**config.mk**
```make
export PLATFORM = sky130hd
export DESIGN_NAME = jpeg_ff_stuffer
export DESIGN_NICKNAME = d
export VERILOG_FILES = /design/src/rtl/jpeg_ff_stuffer.sv
export SDC_FILE = /design/constraint.sdc
export NUM_CORES = 1
export LEC_CHECK = 0
export CAP_MARGIN = 10
export CORE_MARGIN = 8
export CORE_UTILIZATION = 50
export CTS_BUF_LIST = sky130_fd_sc_hd__clkbuf_8
export DETAILED_ROUTE_END_ITERATION = 10
export PLACE_DENSITY = 0.68
export SETUP_SLACK_MARGIN = 0.4
export SLEW_MARGIN = 15
export SYNTH_ARGS = -nofsm -noshare
export SYNTH_HDL_FRONTEND = slang
export SYNTH_SLANG_ARGS = --single-unit
```
**constraint.sdc**
```tcl
create_clock -name clk -period 3.4 [get_ports clk]
set_clock_uncertainty 0.2 [all_clocks]
set_input_delay 1.02 -clock clk [delete_from_list [all_inputs] [get_ports clk]]
set_output_delay 1.02 -clock clk [all_outputs]
set_load 0.01 [all_outputs]
```
**src/rtl/jpeg_ff_stuffer.sv**
```systemverilog
// JPEG entropy-stream byte stuffer: buffers 32-bit Huffman words, emits them MSB-first
// as bytes, inserts 0x00 after every 0xFF, pads the final word with 1s and appends EOI.
module jpeg_ff_stuffer #(
    parameter int FIFO_DEPTH = 4
) (
    input  logic        clk,
    input  logic        rst,
    input  logic [31:0] data_in,
    input  logic        data_valid,
    input  logic        in_last,
    input  logic [5:0]  in_bits,
    output logic        in_ready,
    output logic [7:0]  byte_out,
    output logic        byte_valid,
    input  logic        out_ready,
    output logic        scan_done
);

    localparam int AW = (FIFO_DEPTH > 1) ? $clog2(FIFO_DEPTH) : 1;

    typedef enum logic [2:0] {
        IDLE   = 3'd0,
        BYTE   = 3'd1,
        STUFF  = 3'd2,
        EOI_FF = 3'd3,
        EOI_D9 = 3'd4
    } state_t;

    logic [38:0]   mem_r [FIFO_DEPTH];
    logic [AW-1:0] wr_ptr_r;
    logic [AW-1:0] rd_ptr_r;
    logic [AW:0]   count_r;

    state_t        state_r;
    logic [31:0]   word_r;
    logic          last_r;
    logic [2:0]    nbytes_r;
    logic [1:0]    idx_r;
    logic [7:0]    byte_out_r;
    logic          byte_valid_r;
    logic          scan_done_r;

    logic          push_s;
    logic          pop_s;
    logic          hs_s;
    logic          adv_s;
    logic          fifo_empty_s;
    logic          word_done_s;
    logic [38:0]   head_s;
    logic [31:0]   load_word_s;
    logic [2:0]    load_nbytes_s;

    function automatic logic [5:0] eff_bits(input logic [5:0] bits);
        if (bits == 6'd0 || bits > 6'd32) begin
            eff_bits = 6'd32;
        end else begin
            eff_bits = bits;
        end
    endfunction

    // Final word: every bit below the valid ones becomes 1 (only the last emitted byte matters).
    function automatic logic [31:0] pad_word(input logic [31:0] w, input logic last, input logic [5:0] bits);
        if (last) begin
            pad_word = w | (32'hFFFF_FFFF >> eff_bits(bits));
        end else begin
            pad_word = w;
        end
    endfunction

    function automatic logic [2:0] byte_count(input logic last, input logic [5:0] bits);
        logic [5:0] t;
        t = eff_bits(bits) + 6'd7;
        if (last) begin
            byte_count = t[5:3];
        end else begin
            byte_count = 3'd4;
        end
    endfunction

    function automatic logic [7:0] byte_sel(input logic [31:0] w, input logic [1:0] idx);
        case (idx)
            2'd0:    byte_sel = w[31:24];
            2'd1:    byte_sel = w[23:16];
            2'd2:    byte_sel = w[15:8];
            2'd3:    byte_sel = w[7:0];
            default: byte_sel = 8'h00;
        endcase
    endfunction

    function automatic logic [AW-1:0] next_ptr(input logic [AW-1:0] p);
        if (p == AW'(FIFO_DEPTH - 1)) begin
            next_ptr = '0;
        end else begin
            next_ptr = p + AW'(1);
        end
    endfunction

    assign in_ready      = (count_r < (AW + 1)'(FIFO_DEPTH));
    assign push_s        = data_valid & in_ready;
    assign fifo_empty_s  = (count_r == '0);
    assign hs_s          = byte_valid_r & out_ready;
    assign word_done_s   = ({1'b0, idx_r} == (nbytes_r - 3'd1));
    assign head_s        = mem_r[rd_ptr_r];
    assign load_word_s   = pad_word(head_s[38:7], head_s[6], head_s[5:0]);
    assign load_nbytes_s = byte_count(head_s[6], head_s[5:0]);

    // Decide whether the current data byte is finished and whether the head word is consumed.
    always_comb begin
        adv_s = 1'b0;
        case (state_r)
            BYTE:    adv_s = hs_s && (byte_out_r != 8'hFF);
            STUFF:   adv_s = hs_s;
            default: adv_s = 1'b0;
        endcase
        if (state_r == IDLE) begin
            pop_s = !fifo_empty_s;
        end else begin
            pop_s = adv_s && word_done_s && !last_r && !fifo_empty_s;
        end
    end

    // Input FIFO storage.
    always_ff @(posedge clk) begin
        if (push_s) begin
            mem_r[wr_ptr_r] <= {data_in, in_last, in_bits};
        end
    end

    // Input FIFO pointers and occupancy.
    always_ff @(posedge clk or negedge rst) begin
        if (!rst) begin
            wr_ptr_r <= '0;
            rd_ptr_r <= '0;
            count_r  <= '0;
        end else begin
            if (push_s) begin
                wr_ptr_r <= next_ptr(wr_ptr_r);
            end
            if (pop_s) begin
                rd_ptr_r <= next_ptr(rd_ptr_r);
            end
            case ({push_s, pop_s})
                2'b10:   count_r <= count_r + (AW + 1)'(1);
                2'b01:   count_r <= count_r - (AW + 1)'(1);
                default: count_r <= count_r;
            endcase
        end
    end

    // Output sequencer: byte emission, stuffing and EOI marker.
    always_ff @(posedge clk or negedge rst) begin
        if (!rst) begin
            state_r      <= IDLE;
            word_r       <= 32'h0;
            last_r       <= 1'b0;
            nbytes_r     <= 3'd0;
            idx_r        <= 2'd0;
            byte_out_r   <= 8'h00;
            byte_valid_r <= 1'b0;
            scan_done_r  <= 1'b0;
        end else begin
            scan_done_r <= 1'b0;
            if (pop_s) begin
                // Covers both the IDLE start and the bubble-free word-to-word hand-off.
                word_r       <= load_word_s;
                last_r       <= head_s[6];
                nbytes_r     <= load_nbytes_s;
                idx_r        <= 2'd0;
                byte_out_r   <= load_word_s[31:24];
                byte_valid_r <= 1'b1;
                state_r      <= BYTE;
            end else if (state_r == BYTE && hs_s && byte_out_r == 8'hFF) begin
                byte_out_r <= 8'h00;
                state_r    <= STUFF;
            end else if (adv_s && !word_done_s) begin
                idx_r      <= idx_r + 2'd1;
                byte_out_r <= byte_sel(word_r, idx_r + 2'd1);
                state_r    <= BYTE;
            end else if (adv_s && last_r) begin
                byte_out_r <= 8'hFF;
                state_r    <= EOI_FF;
            end else if (adv_s) begin
                byte_out_r   <= 8'h00;
                byte_valid_r <= 1'b0;
                state_r      <= IDLE;
            end else if (state_r == EOI_FF && hs_s) begin
                byte_out_r <= 8'hD9;
                state_r    <= EOI_D9;
            end else if (state_r == EOI_D9 && hs_s) begin
                byte_out_r   <= 8'h00;
                byte_valid_r <= 1'b0;
                scan_done_r  <= 1'b1;
                state_r      <= IDLE;
            end else begin
                state_r <= state_r;
            end
        end
    end

    assign byte_out   = byte_out_r;
    assign byte_valid = byte_valid_r;
    assign scan_done  = scan_done_r;

endmodule

```
==> results of run 1 <==
==> critical path, cell delays in order <==
cell,delay (ns)
clkdlybuf4s50_1,0.51
and3b_2,0.24
nand3_1,0.13
a21oi_2,0.19
o21a_2,0.17
ha_4,0.13
inv_1,0.05
fa_2,0.33
xor2_1,0.14
nor2_1,0.13
xnor2_1,0.12
==> power groups by stage <==
stage,Clock (W),Combinational [W],Sequential (W)
floorplan,0,0.000423,0.00322
global placement,0,0.000733,0.00322
detailed placement,0,0.000751,0.00324
CTS,0.00210,0.000756,0.00319
global route,0.00221,0.000821,0.00321
finish,0.00205,0.000743,0.00318
==> flip-flops by register name (all words and copies together), names as in the netlist <==
signal / cells
mem_r: 156
word_r: 32
byte_out: 8
count_r: 3
nbytes_r: 3
state_r: 3
idx_r: 2
rd_ptr_r: 2
wr_ptr_r: 2
byte_valid: 1
last_r: 1
scan_done: 1
==> path summary, 6_finish.rpt <==
kind | slack [ns] | to | from | depth (start not counted)
max | 0.47 | count_r[2] | out_ready | 11
max in group asynchronous | 1.91 | nbytes_r[2] | rst | 2
min | 0.30 | word_r[28] | word_r[28] | 1
min reg2reg | 0.30 | word_r[28] | word_r[28] | 1
max reg2reg | 0.56 | word_r[15] | rd_ptr_r[0] | 5
min in group asynchronous | 0.37 | byte_out[3] | rst | 1
==> metal layers <==
metal	routed length, µm	vias to the layer above	share of wire	track usage
met1	7630	2594	0.41	0.213
met3	1090	37	0.059	0.0349
met2	9350	156	0.51	0.287
met4	423	0	0.023	0.0665
met5	0	-	0	0
li1	-	2317	-	-
==> cells by family after synthesis <==
logic type,Yosys count,synth area share
flip-flops,214,0.681
AND/OR/NAND/NOR,88,0.0538
AO/OA/AOI/OAI,85,0.0672
multiplexers,77,0.142
buffers and inverters,65,0.0308
adder cells (fa/ha/maj),12,0.0175
XOR/XNOR,8,0.00778
==> stage by stage <==
stage                     setup TNS, ns   util  worst slack [ns]  hold slack [ns]
final                                 0  0.596             0.470            0.304
after global routing                  0  0.596             0.341            0.327
after CTS                             0  0.595             0.420            0.304
after detailed placement        -0.0749  0.559           -0.0749            0.285
after global placement                0  0.559            0.0376            0.279
after floorplan                       0      -             0.379            0.260
==> synth_stat cells, types with 3 or more instances <==
master / number / share of area
a21o_1: 6 / 0.0050
nand2_1: 28 / 0.012
inv_1: 40 / 0.017
a22oi_1: 3 / 0.0025
and3_1: 4 / 0.0028
nor3_1: 5 / 0.0028
nor2b_1: 5 / 0.0035
o21ai_0: 19 / 0.011
buf_1: 5 / 0.0021
xor2_1: 3 / 0.0029
a222oi_1: 8 / 0.0089
a221o_1: 6 / 0.0067
edfxtp_1: 156 / 0.52
clkbuf_1: 13 / 0.0054
nand3_1: 8 / 0.0044
buf_2: 3 / 0.0017
mux2i_1: 25 / 0.028
ha_1: 11 / 0.015
mux2_2: 13 / 0.016
a21oi_2: 9 / 0.0088
a21oi_1: 17 / 0.0094
and3b_1: 3 / 0.0029
mux4_2: 39 / 0.098
or2_2: 3 / 0.0021
xnor2_1: 5 / 0.0049
dfrtp_1: 58 / 0.16
and2_1: 6 / 0.0042
nor2_1: 11 / 0.0046
==> final cells by class <==
class	count	area [µm²]
fillers	1352	7210
flip-flops and latches	214	6140
multi-input cells	270	2630
repair buffers	78	776
clock buffers	39	537
well taps	229	287
inverters	40	150
clock inverters	27	111
==> placed cells by master, fill, tap and decap left out, types with 5 or more instances in the layout <==
cell type	n
a21o_1	6
a21oi_1	16
a21oi_2	10
a221o_1	6
a222oi_1	8
buf_12	5
buf_4	20
clkbuf_8	39
clkdlybuf4s50_1	52
clkinv_1	9
dfrtp_1	57
edfxtp_1	156
ha_1	10
inv_1	55
mux2_2	13
mux2i_1	25
mux4_2	39
nand2_1	28
nand3_1	8
nor2_1	11
nor2b_1	5
nor3_1	5
o21ai_0	19
xnor2_1	5
==> timing repair <==
action / CTS / global route
resized for setup: 0 / 3
hold buffers: 0 / 0
setup endpoints to repair: 0 / 5
buffers inserted: 0 / 1
==> metrics.md, run 1 <==
| Metric | Value |
|---|---|
| Status | `finished clean` |
| Die width | `150 µm` |
| Switch share | `0.250` |
| Maximum vdd drop | `between 0.3 and 0.4 mV` |
| Layout Nets | `696` |
| Top FF cell, synth | `edfxtp_1` |
| Synth Warn # | `0` |
| DP HPWL | `approximately 12000 µm` |
| Crit path launch type | `input port` |
| Port buffer count | `53` |
| Via count | `roughly 5000` |
| CTS Buffer Depth | `3` |
| Cts bufs inserted | `37` |
| FMAX | `341 MHz` |
| Crit path kind | `input port to register` |
| Clk slew on worst S/H paths | `around 0.06 ns` |
| RD Place Congestion | `between 0.8 and 0.9` |
| Starting density of the core | `0.505` |
| Worst endpoint required time | `roughly 3.6 ns` |
| Max-Cap Viols | `0` |
| CP Max Fanout | `4` |
| Power share of the combinational group | `0.124` |
| Register area share after synthesis | `0.681` |
| Vias in the first global route | `~5500` |
| CTS tree | `yes` |
| Total clock sinks | `approximately 210` |
| Largest net degree at the start of global routing | `49` |
| Drt drc | `0` |
| Fin crit share | `0.862` |
| Slew @ Worst Pin | `approximately 0.75 ns` |
| Max-slew headroom | `0.498` |
| H-tree depth | `2` |
| Syn Inst Count | `between 500 and 600` |
| Drt wl/cell | `20.6 µm` |
| Int Power | `0.00447 W` |
| Power share of the sequential group | `0.533` |
| Cell variety after synth | `57` |
| Clock network fraction of total power | `0.343` |
| Initial DRC count | `371` |
| Cell area after layout | `about 11000 µm²` |
| Antenna violations before repair | `0` |
| Via/cell ratio | `between 5 and 6` |
| Net Switching | `between 0.001 and 0.0015 W` |
| Tot GR Track Use | `0.170` |
| Tot Pwr | `just under 0.006 W` |
| Core ar. | `between 15000 and 20000 µm²` |
| Diode count | `0` |
| Worst skew pair latency | `~0.52 ns` |
| Lkg Pwr | `3.94 nW` |
| Grt ovf | `0` |
| Slew Viols, Final | `0` |
| Cell row count | `49` |
| Post-route minimum period | `roughly 3 ns` |
| Die area | `between 20000 and 25000 µm²` |
| Cell Pwr Density | `between 500 and 600 nW/µm²` |
| Crit. End Element | `register` |
| #FFs+latches synth | `~210` |
| First-pass DRT Iterations | `7` |
| RSZ-0062 raised after global routing | `true` |
| Boundary pin count | `54` |
| Syn nets | `about 600` |
| First-pass GRT wire length | `29700 µm` |
| Root Buffer | `clkbuf_8` |
| Final setup fails | `0` |
| Final ANT Viol Nets | `0` |
| Final cell count without fillers | `around 900` |
| Crit path DAT | `roughly 3.2 ns` |
| DP Cell Count | `830` |
| HP Class | `register to register` |
| Area growth syn-to-layout | `18.0%` |
| Share of cells above drive strength 1 | `0.225` |
| Syn avg cell area | `approximately 16 µm²` |
| Fin. Hold Viols | `0` |
| Cell area after synthesis | `roughly 9000 µm²` |
| Post-synth EDFFs | `approximately 160` |
| Chip height | `~150 µm` |
| Async SR Flop Fraction | `0.271` |
| Final wirelength | `between 15000 and 20000 µm` |
| Area of placed instances | `between 9000 and 10000 µm²` |
(Power assumes the default switching activity.)
==> run 2, diff against run 1 <==
--- a/config.mk
+++ b/config.mk
@@ -5,7 +5,6 @@
 export SDC_FILE = /design/constraint.sdc
 export NUM_CORES = 1
 export LEC_CHECK = 0
-export CAP_MARGIN = 10
 export CORE_MARGIN = 8
 export CORE_UTILIZATION = 50
 export CTS_BUF_LIST = sky130_fd_sc_hd__clkbuf_8
==> results of run 2 <==
Same layout as run 1: the final DEF is identical, and so are final timing and power.
==> run 3, diff against run 2 <==
--- a/config.mk
+++ b/config.mk
@@ -6,10 +6,10 @@
 export NUM_CORES = 1
 export LEC_CHECK = 0
 export CORE_MARGIN = 8
-export CORE_UTILIZATION = 50
+export CORE_UTILIZATION = 56
 export CTS_BUF_LIST = sky130_fd_sc_hd__clkbuf_8
 export DETAILED_ROUTE_END_ITERATION = 10
-export PLACE_DENSITY = 0.68
+export PLACE_DENSITY = 0.75
 export SETUP_SLACK_MARGIN = 0.4
 export SLEW_MARGIN = 15
 export SYNTH_ARGS = -nofsm -noshare
==> metrics.md, run 3 (synthesis results as in run 1) <==
| Metric | Value |
|---|---|
| Commonest cells after routing, fill and taps aside | `156 x edfxtp_1, 57 x dfrtp_1, 52 x clkdlybuf4s50_1, 51 x inv_1, 42 x clkbuf_8` |
| Worst skew pair latency | `0.52 ns (about the same)` |
| Drt drc | `0 (unchanged)` |
| Slew Viols, Final | `0 (unchanged)` |
| Starting density of the core | `0.569 (+0.0642)` |
| Tot GR Track Use | `0.182 (+0.0117)` |
| Post-Place Setup Slack | `-0.0122 ns (+0.0627 ns)` |
| Port buffer count | `53 (unchanged)` |
| Hold path startpoint | `word_r[28]` |
| Drt wl/cell | `20.1 µm (-2.3%)` |
| Post-route minimum period | `2.93 ns (-0.00454 ns)` |
| Total clock sinks | `214 (unchanged)` |
| Lkg Pwr | `3.94 nW (about the same)` |
| Worst reg2reg startpoint | `rd_ptr_r[0]` |
| Worst Hold Depth | `1 (unchanged)` |
| Setup ws final | `0.474 ns (+0.00454 ns)` |
| Layout Nets | `693 (-0.43%)` |
| Cell row count | `46 (-6.1%)` |
| HP Class | `register to register` |
| Slew @ Worst Pin | `0.608 ns (-0.146 ns)` |
| Core ar. | `15800 µm² (-11%)` |
| Area growth syn-to-layout | `18.3%` |
| DP Cell Count | `816 (-1.7%)` |
| First-pass DRT Iterations | `7 (unchanged)` |
| Final ANT Viol Nets | `0 (unchanged)` |
| CP Max Fanout | `4 (unchanged)` |
| Worst Hold Path EP | `word_r[28]` |
| Cts bufs inserted | `36 (-2.7%)` |
| Diode count | `0 (unchanged)` |
| Multi-input gate area | `2630 µm² (unchanged)` |
| Fin Setup TNS | `0 ns (unchanged)` |
| H-tree depth | `2 (unchanged)` |
| Final setup fails | `0 (unchanged)` |
| Vias in the first global route | `5400 (-1.7%)` |
| Fillers | `1042 (-23%)` |
| Largest net degree at the start of global routing | `40 (-18%)` |
| Max-slew headroom | `0.595 (+0.0972)` |
| Chip height | `143 µm (-4.9%)` |
| Boundary pin count | `54 (unchanged)` |
| Maximum vdd drop | `0.364 mV (-0.83%)` |
| Fin crit share | `0.861 (-0.00133)` |
| Max FFs per register | `156 (unchanged)` |
| FMAX | `342 MHz (+0.16%)` |
| Root Buffer | `clkbuf_8` |
| Max-Cap Viols | `0 (unchanged)` |
| Status | `finished clean` |
| Cell Pwr Density | `571 nW/µm² (+1.6%)` |
| Share of cells above drive strength 1 | `0.230 (+0.00587)` |
| Die area | `20400 µm² (-9.6%)` |
| Worst endpoint required time | `3.61 ns (-0.02 ns)` |
| Grt ovf | `0 (unchanged)` |
| Clk slew on worst S/H paths | `0.06 ns (about the same)` |
| Crit. End Element | `register` |
| Die width | `143 µm (-4.9%)` |
| Crit path launch type | `input port` |
| Tot Pwr | `0.00608 W (+1.8%)` |
| First-pass GRT wire length | `28600 µm (-3.5%)` |
| CTS tree | `yes` |
| Worst R2R Setup Slack | `0.59 ns (+0.03 ns)` |
| Fin. Hold Viols | `0 (unchanged)` |
| Final wirelength | `17700 µm (-4.2%)` |
| DP HPWL | `11500 µm (-4.2%)` |
| Most common cell after layout, fill and taps aside | `edfxtp_1` |
| Setup Buffers After CTS | `0 (unchanged)` |
| Initial DRC count | `403 (+8.6%)` |
| Crit path kind | `input port to register` |
| Via/cell ratio | `5.86 (+3.1%)` |
| Register bank with the most flops | `mem_r` |
| Util after Layout | `0.673 (+0.0770)` |
| Sequential Area | `6140 µm² (unchanged)` |
| Reg2reg end | `word_r[15]` |
| RD Place Congestion | `0.854 (-1.8%)` |
| Reg2Reg Depth | `5 (unchanged)` |
| Crit path DAT | `3.14 ns (-0.03 ns)` |
| Final cell count without fillers | `880 (-1.9%)` |
| CTS Buffer Depth | `3 (unchanged)` |
| RSZ-0062 raised after global routing | `true` |
| Antenna violations before repair | `0 (unchanged)` |
| Via count | `5160 (+1.1%)` |
[run 3: where the power goes]
group / internal (W) / total (W) / switching (W)
logic: 0.000294 / 0.000731 / 0.000436
registers: 0.00311 / 0.00319 / 0.0000715
clock network: 0.00120 / 0.00216 / 0.000961
[run 3: worst max path at each step]
stage | startpoint | endpoint | slack [ns] | cells after the start
5_1_grt | out_ready | count_r[2] | 0.38 | 11
3_5_place_dp | out_ready | count_r[2] | -0.01 | 11
3_3_place_gp | out_ready | count_r[2] | 0.08 | 11
6_report | out_ready | count_r[2] | 0.47 | 11
4_1_cts | out_ready | count_r[2] | 0.50 | 11
2_1_floorplan | out_ready | count_r[2] | 0.38 | 11
[run 3: area by class of cell]
class                   count  share of cell area
flip-flops and latches    214               0.576
repair buffers             76              0.0714
multi-input cells         270               0.247
clock buffers              42              0.0543
inverters                  40              0.0141
well taps                 216              0.0254
clock inverters            22              0.0113
[run 3: metal layers]
layer / vias to the layer above / wire, µm / track usage
li1: 2307 / - / -
met1: 2623 / 7400 / 0.234
met2: 194 / 8830 / 0.295
met3: 36 / 1100 / 0.0424
met4: 0 / 407 / 0.0716
met5: - / 0 / 0
[run 3: worst max-delay path: stages]
cell             delay (ns)
clkdlybuf4s50_1        0.50
and3b_2                0.23
nand3_1                0.13
a21oi_2                0.18
o21a_2                 0.16
ha_4                   0.13
inv_1                  0.05
fa_2                   0.33
xor2_1                 0.14
nor2_1                 0.12
xnor2_1                0.14
[run 3: per-stage QoR]
stage / cell area (µm²) / hold slack, ns
final: 10700 / 0.304
after global routing: 10700 / 0.319
after CTS: 10600 / 0.303
after detailed placement: 9940 / 0.290
after global placement: 9940 / 0.277
after floorplan: 9040 / 0.260
[run 3: what timing repair did]
action | CTS | global route
hold buffers | 0 | 0
endpoints found under the setup margin | 0 | 5
resized for setup | 0 | 3
